$ cat config.mk
export PLATFORM = sky130hd
export DESIGN_NAME = arith_op_sequencer
export DESIGN_NICKNAME = d
export VERILOG_FILES = /design/src/rtl/arith_pkg.sv /design/src/rtl/arith_flag_unit.sv /design/src/rtl/arith_op_sequencer.sv
export SDC_FILE = /design/constraint.sdc
export NUM_CORES = 1
export LEC_CHECK = 0
export BUFFER_PORTS_ARGS = -buffer_cell sky130_fd_sc_hd__buf_2
export CORE_UTILIZATION = 35
export DETAILED_ROUTE_END_ITERATION = 8
export MAX_ROUTING_LAYER = met4
export SYNTH_ARGS = -nofsm -noshare
export SYNTH_HDL_FRONTEND = slang
export SYNTH_SLANG_ARGS = --single-unit
export TNS_END_PERCENT = 100
$ cat constraint.sdc
create_clock -name clk -period 1.8 [get_ports clk]
set_clock_uncertainty 0.1 [all_clocks]
set_input_delay 0.09 -clock clk [delete_from_list [all_inputs] [get_ports clk]]
set_output_delay 0.09 -clock clk [all_outputs]
set_load 0.1 [all_outputs]
$ cat src/rtl/arith_pkg.sv
`default_nettype none
// ============================================================================
// Module : arith_pkg
// Brief  : Shared constants and state encoding for the arithmetic-op sequencer.
// Rev    : 1.0
// ============================================================================
package arith_pkg;

  localparam int W = 3;

  localparam logic [1:0] OP_DEC = 2'b00;
  localparam logic [1:0] OP_ADD = 2'b01;
  localparam logic [1:0] OP_SUB = 2'b10;
  localparam logic [1:0] OP_NEG = 2'b11;

  localparam logic [2:0] SAT_POS = 3'b011;
  localparam logic [2:0] SAT_NEG = 3'b100;

  typedef enum logic [1:0] {
    ST_IDLE  = 2'd0,
    ST_ISSUE = 2'd1,
    ST_RESP  = 2'd2
  } state_t;

endpackage
`default_nettype wire

$ cat src/rtl/arith_flag_unit.sv
`default_nettype none
// ============================================================================
// Module : arith_flag_unit
// Brief  : Combinational result/flag derivation with optional saturation.
// Rev    : 1.0
// ============================================================================
module arith_flag_unit
  import arith_pkg::*;
#(
  parameter int W        = 3,
  parameter bit SATURATE = 1'b0
) (
  input  logic [1:0]   op,
  input  logic [W-1:0] a,
  input  logic [W-1:0] b,
  input  logic [W-1:0] g,
  input  logic         carry,
  input  logic         load,
  output logic [W-1:0] value,
  output logic         carry_out,
  output logic         ovf,
  output logic         zero,
  output logic         neg
);

  logic         w_ovf;
  logic [W-1:0] w_sat;

  // Overflow and clamp target per operation; the clamp is only used when w_ovf is set
  always_comb begin
    w_ovf = 1'b0;
    w_sat = g;
    case (op)
      OP_DEC: begin
        w_ovf = (a == SAT_NEG);
        w_sat = SAT_NEG;
      end
      OP_ADD: begin
        w_ovf = (a[W-1] == b[W-1]) && (g[W-1] != a[W-1]);
        w_sat = a[W-1] ? SAT_NEG : SAT_POS;
      end
      OP_SUB: begin
        w_ovf = (a[W-1] != b[W-1]) && (g[W-1] != a[W-1]);
        w_sat = a[W-1] ? SAT_NEG : SAT_POS;
      end
      default: begin
        w_ovf = (b == SAT_NEG);
        w_sat = SAT_POS;
      end
    endcase
  end

  always_comb begin
    value     = g;
    ovf       = w_ovf;
    carry_out = carry;
    if (load) begin
      value     = b;
      ovf       = 1'b0;
      carry_out = 1'b0;
    end else if (SATURATE && w_ovf) begin
      value = w_sat;
    end
  end

  assign zero = (value == '0);
  assign neg  = value[W-1];

endmodule
`default_nettype wire

$ cat src/rtl/arith_op_sequencer.sv
`default_nettype none
// ============================================================================
// Module : arith_op_sequencer
// Brief  : Command sequencer around the 3-bit arithmetic unit with accumulator.
// Rev    : 1.0
// ============================================================================
module arith_op_sequencer
  import arith_pkg::*;
#(
  parameter int         W        = 3,
  parameter logic [W-1:0] ACC_RST = '0,
  parameter bit         SATURATE = 1'b0
) (
  input  logic         clk,
  input  logic         rst,
  input  logic         cmd_valid,
  output logic         cmd_ready,
  input  logic [1:0]   cmd_op,
  input  logic         cmd_load,
  input  logic [W-1:0] cmd_operand,
  output logic [W-1:0] au_a,
  output logic [W-1:0] au_b,
  output logic         au_s1,
  output logic         au_s0,
  input  logic [W-1:0] au_g,
  input  logic         au_carry,
  output logic         res_valid,
  input  logic         res_ready,
  output logic [W-1:0] res_value,
  output logic         res_carry,
  output logic         res_ovf,
  output logic         res_zero,
  output logic         res_neg,
  output logic [7:0]   ops_done
);

  state_t       r_state, w_next;
  logic [W-1:0] r_acc, r_au_a, r_operand;
  logic [1:0]   r_op;
  logic         r_load;
  logic [W-1:0] r_res_value;
  logic         r_res_carry, r_res_ovf, r_res_zero, r_res_neg;
  logic [7:0]   r_ops_done;

  logic [W-1:0] w_value;
  logic         w_carry, w_ovf, w_zero, w_neg;
  logic         w_accept, w_take;

  assign w_accept = (r_state == ST_IDLE) && cmd_valid;
  assign w_take   = (r_state == ST_RESP) && res_ready;

  always_comb begin
    w_next = r_state;
    case (r_state)
      ST_IDLE:  if (cmd_valid) w_next = ST_ISSUE;
      ST_ISSUE: w_next = ST_RESP;
      ST_RESP:  if (res_ready) w_next = ST_IDLE;
      default:  w_next = ST_IDLE;
    endcase
  end

  arith_flag_unit #(
    .W        (W),
    .SATURATE (SATURATE)
  ) u_flag (
    .op        (r_op),
    .a         (r_au_a),
    .b         (r_operand),
    .g         (au_g),
    .carry     (au_carry),
    .load      (r_load),
    .value     (w_value),
    .carry_out (w_carry),
    .ovf       (w_ovf),
    .zero      (w_zero),
    .neg       (w_neg)
  );

  // au_a is a snapshot of acc taken at accept, so the unit inputs stay frozen
  // even though acc itself updates at the capture edge.
  always_ff @(posedge clk) begin
    if (rst) begin
      r_state     <= ST_IDLE;
      r_acc       <= ACC_RST;
      r_au_a      <= ACC_RST;
      r_operand   <= '0;
      r_op        <= 2'b00;
      r_load      <= 1'b0;
      r_res_value <= '0;
      r_res_carry <= 1'b0;
      r_res_ovf   <= 1'b0;
      r_res_zero  <= 1'b0;
      r_res_neg   <= 1'b0;
      r_ops_done  <= 8'd0;
    end else begin
      r_state <= w_next;
      if (w_accept) begin
        r_op      <= cmd_op;
        r_operand <= cmd_operand;
        r_load    <= cmd_load;
        r_au_a    <= r_acc;
      end
      if (r_state == ST_ISSUE) begin
        r_acc       <= w_value;
        r_res_value <= w_value;
        r_res_carry <= w_carry;
        r_res_ovf   <= w_ovf;
        r_res_zero  <= w_zero;
        r_res_neg   <= w_neg;
      end
      if (w_take) r_ops_done <= r_ops_done + 8'd1;
    end
  end

  assign cmd_ready = (r_state == ST_IDLE);
  assign res_valid = (r_state == ST_RESP);
  assign au_a      = r_au_a;
  assign au_b      = r_operand;
  assign au_s1     = r_op[1];
  assign au_s0     = r_op[0];
  assign res_value = r_res_value;
  assign res_carry = r_res_carry;
  assign res_ovf   = r_res_ovf;
  assign res_zero  = r_res_zero;
  assign res_neg   = r_res_neg;
  assign ops_done  = r_ops_done;

endmodule
`default_nettype wire

==> flow_summary_export.csv <==
group,metric,value,unit
global_routing,use_met3,2.01,%
run,cap_viol_max_count,0,
yosys,ys_seq_elements,25,
setup_path,critPathBufInv,1,
yosys,synth_top_family_by_area,"simple AND/OR/NAND/NOR gates",
die,core-area,2850,sq um
timing,worst_pin_slew,518,ps
timing,period_needed,1660,ps
clock_network,cts_resized,0,
cells_and_area,antennaDiodeCount,0,
yosys,synth_edf_count,0,
cells_and_area,fillers,306,
placed_design,portBuffers,38,
clock_network,cts-root-buf,"clkbuf_4",
setup_path,worstSetupStartpointType,"flop",
placed_design,dpl.hpwl,1780,um
power_and_ir_drop,vdd_drop_max,0.395,mV
routing,via_per_inst,4.80,
timing,maxSlewViolCount,0,
yosys,synthXorXnorAreaFrac,6.41,%
yosys,synth_simple_gate_area_share,25.8,%
clock_network,clock_latency,320,ps
routing,dr.pass1.iters,6,
cells_and_area,stdcell_count,206,
global_routing,grt_pass1_vias,840,
setup_path,critPathSlowestCell,"or4b_1",
power_and_ir_drop,static-leakage-power,0.610,nW
yosys,ys.flop_type,"dfxtp_1",
global_routing,antenna_found_initial,0,
yosys,async_reset_ff_share,0,%
yosys,synth_area_leaders,"dfxtp_1, nand2_1, a21oi_1",
yosys,avgSynthCellArea,8.34,sq um
clock_network,tritoncts,"done",
timing,setup-violations-final,0,
die,rows,19,
yosys,yosys.area_share.adder,3.44,%
setup_path,crit_type,"reg -> reg",
global_routing,met1_usage,20.4,%
hold_path,min_path_cells,3,
clock_network,htree_num_levels,1,
timing,rsz0062_at_grt,"no",
routing,vias,988,
routing,drtIter0Drc,21,
power_and_ir_drop,power,1.20,mW
cells_and_area,drive_gt1_share,32.6,%
yosys,ys_seq_area_share,45.8,%
yosys,netlist_area,1090,sq um
setup_path,cp_cell_sequence,"inv_2 -> ha_1 -> or4b_1 -> o22ai_1 -> a41oi_1 -> a211oi_2",
setup_path,cp.required,1950,ps
die,io_pins,39,
global_routing,grt_pass1_wl,3860,um
setup_path,reg2reg_depth,6,
clock_network,cts_buffer_depth,2,
yosys,synth-compound-area-share,11.7,%
cells_and_area,areaGrowthSynthToFinish,32.2,%
hold_path,hold_path.class,"in -> reg",
clock_network,cts_buffers,3,
cells_and_area,nNetsFinal,193,
routing,post_drt_wl_per_cell,11.8,um
yosys,netlist.area_leader.share,45.8,%
yosys,syn-num-nets,148,
global_routing,use_met2,24.0,%
outcome,violations,"design-rule violations",
die,dieArea,3350,sq um
timing,max_slew_margin,65.4,%
power_and_ir_drop,p_per_area,832,nW/um^2
yosys,synth.distinct_cells,26,
global_routing,overflow,0,
placed_design,place.gp.congestion,0.789,
hold_path,hold_start,"au_g[2]",
timing,hold_viol,0,
routing,routed_wirelength,2440,um
yosys,yosysWarningCount,0,
setup_path,arrival,1810,ps
die,die_w,57.9,um
die,start_util,38.3,%
setup_path,cpPeakStageDelay,460,ps
setup_path,cp_max_fo,4,
timing,setup_tns,0,ps
setup_path,rr_endpoint,"res_ovf$_SDFFE_PP0N_",
clock_network,cts.sinks,25,
yosys,post-synth-top-area-cell,"dfxtp_1",
clock_network,cts_setup_buffers,0,
clock_network,clkSlewWorstSetupHoldPaths,140,ps
timing,period_share,92.4,%
setup_path,endpoint_kind,"flop",
global_routing,grt_max_degree,26,
routing,drc_errors,2,
die,die_height,57.9,um
placed_design,place_inst,192,
routing,drt.antenna.violating_nets,0,
setup_path,crit_family,"simple AND/OR/NAND/NOR gates",
setup_path,rrSetupSlack,140,ps
setup_path,r2r_start,"r_op[1]$_SDFFE_PP0P_",
yosys,yosys-mux-area-fraction,2.75,%
outcome,status,"complete, but fails checks",
hold_path,holdPathEnd,"res_value[2]$_SDFFE_PP0N_",
global_routing,grt_usage,15.0,%
global_routing,busiest_layer,"met2",
yosys,synth_cells,131,
timing,fmax,602,MHz
==> worst max path at each step <==
stage	startpoint	to	slack (ps)	cells past startpoint
final	r_op[1]$_SDFFE_PP0P_	res_ovf$_SDFFE_PP0N_	140	6
after global routing	r_op[1]$_SDFFE_PP0P_	res_ovf$_SDFFE_PP0N_	80	6
after CTS	r_op[1]$_SDFFE_PP0P_	res_ovf$_SDFFE_PP0N_	130	6
after detailed placement	r_op[1]$_SDFFE_PP0P_	res_ovf$_SDFFE_PP0N_	160	6
after global placement	r_op[1]$_SDFFE_PP0P_	res_ovf$_SDFFE_PP0N_	200	6
after floorplan	r_op[1]$_SDFFE_PP0P_	res_ovf$_SDFFE_PP0N_	8	6
==> where the power goes <==
part,leakage [nW],switching (mW),internal (mW)
clock,0.0183,0.177,0.0865
sequential,0.209,0.0279,0.578
combinational,0.383,0.253,0.0794
==> worst min-delay path, delay by kind of cell <==
kind / cells / cell delay (ps)
multiplexers: 1 / 120
buffers and inverters: 1 / 120
AO/OA/AOI/OAI: 1 / 80
==> per-layer routing <==
| layer | vias up | part of all wire [%] |
|---|---|---|
| met2 | 18 | 46 |
| met3 | 0 | 3.7 |
| met5 | - | 0 |
| met4 | 0 | 0 |
| met1 | 440 | 50 |
| li1 | 530 | - |
==> per-stage QoR <==
stage               cell area, sq um  util, %  setup WS, ps  hold WS [ps]
floorplan                       1120        -          7.71           116
global placement                1320     46.1           204           222
detailed placement              1320     46.1           163           228
CTS                             1430     50.3           134         0.673
global route                    1440     50.6          77.4          57.9
finish                          1440     50.6           138          32.2
==> what timing repair did <==
item | CTS | global route
hold buffers | 9 | 1
hold endpoints to repair | 9 | 1
setup endpoints to repair | 0 | 0
==> final cells by class <==
| type | count | area, sq um | share of cell area [%] |
|---|---|---|---|
| tap | 31 | 38.8 | 2.69 |
| inverter | 3 | 11.3 | 0.780 |
| multi-input combinational | 95 | 557 | 38.6 |
| timing repair buffer | 48 | 290 | 20.1 |
| clock buffer | 3 | 22.5 | 1.56 |
| sequential | 25 | 518 | 35.9 |
| clock inverter | 1 | 6.26 | 0.433 |
==> cell usage in the layout, fill, tap and decap left out, drive strengths merged, types with 2 or more instances in the layout <==
| cell type | n |
|---|---|
| nor2b | 2 |
| clkbuf | 3 |
| nand4 | 2 |
| a211oi | 5 |
| inv | 4 |
| mux2i | 3 |
| nor3 | 4 |
| buf | 38 |
| ha | 3 |
| dlygate4sd3 | 10 |
| nand3b | 3 |
| nand2 | 26 |
| nor2 | 14 |
| xor2 | 3 |
| nand2b | 2 |
| xnor2 | 5 |
| nor4 | 2 |
| a21oi | 14 |
| dfxtp | 25 |
==> sequential cells by signal, summed over array words and instances, names as in the netlist <==
signal     cells
ops_done       8
au_a           3
au_b           3
res_value      3
r_op           2
r_state        2
r_load         1
res_carry      1
res_ovf        1
res_zero       1
==> cell families after synthesis <==
family	Yosys count
and+or+nand+nor	60
xor gates and xnor gates	8
adders and majority gates	3
AOI/OAI and AO/OA	21
buffers and inverters	11
muxes	3
DFF	25
==> synthesized netlist by cell type (2+ instances only) <==
| library cell | number |
|---|---|
| nor3_1 | 4 |
| xnor2_1 | 5 |
| nor2_1 | 14 |
| clkbuf_1 | 7 |
| nand4_1 | 2 |
| mux2i_1 | 3 |
| ha_1 | 3 |
| nand2_1 | 26 |
| inv_1 | 3 |
| xor2_1 | 3 |
| nor2b_1 | 2 |
| a21oi_1 | 14 |
| a211oi_1 | 4 |
| dfxtp_1 | 25 |
| nand2b_1 | 2 |
| nor4_1 | 2 |
| nand3b_1 | 3 |
(Power assumes the default switching activity.)
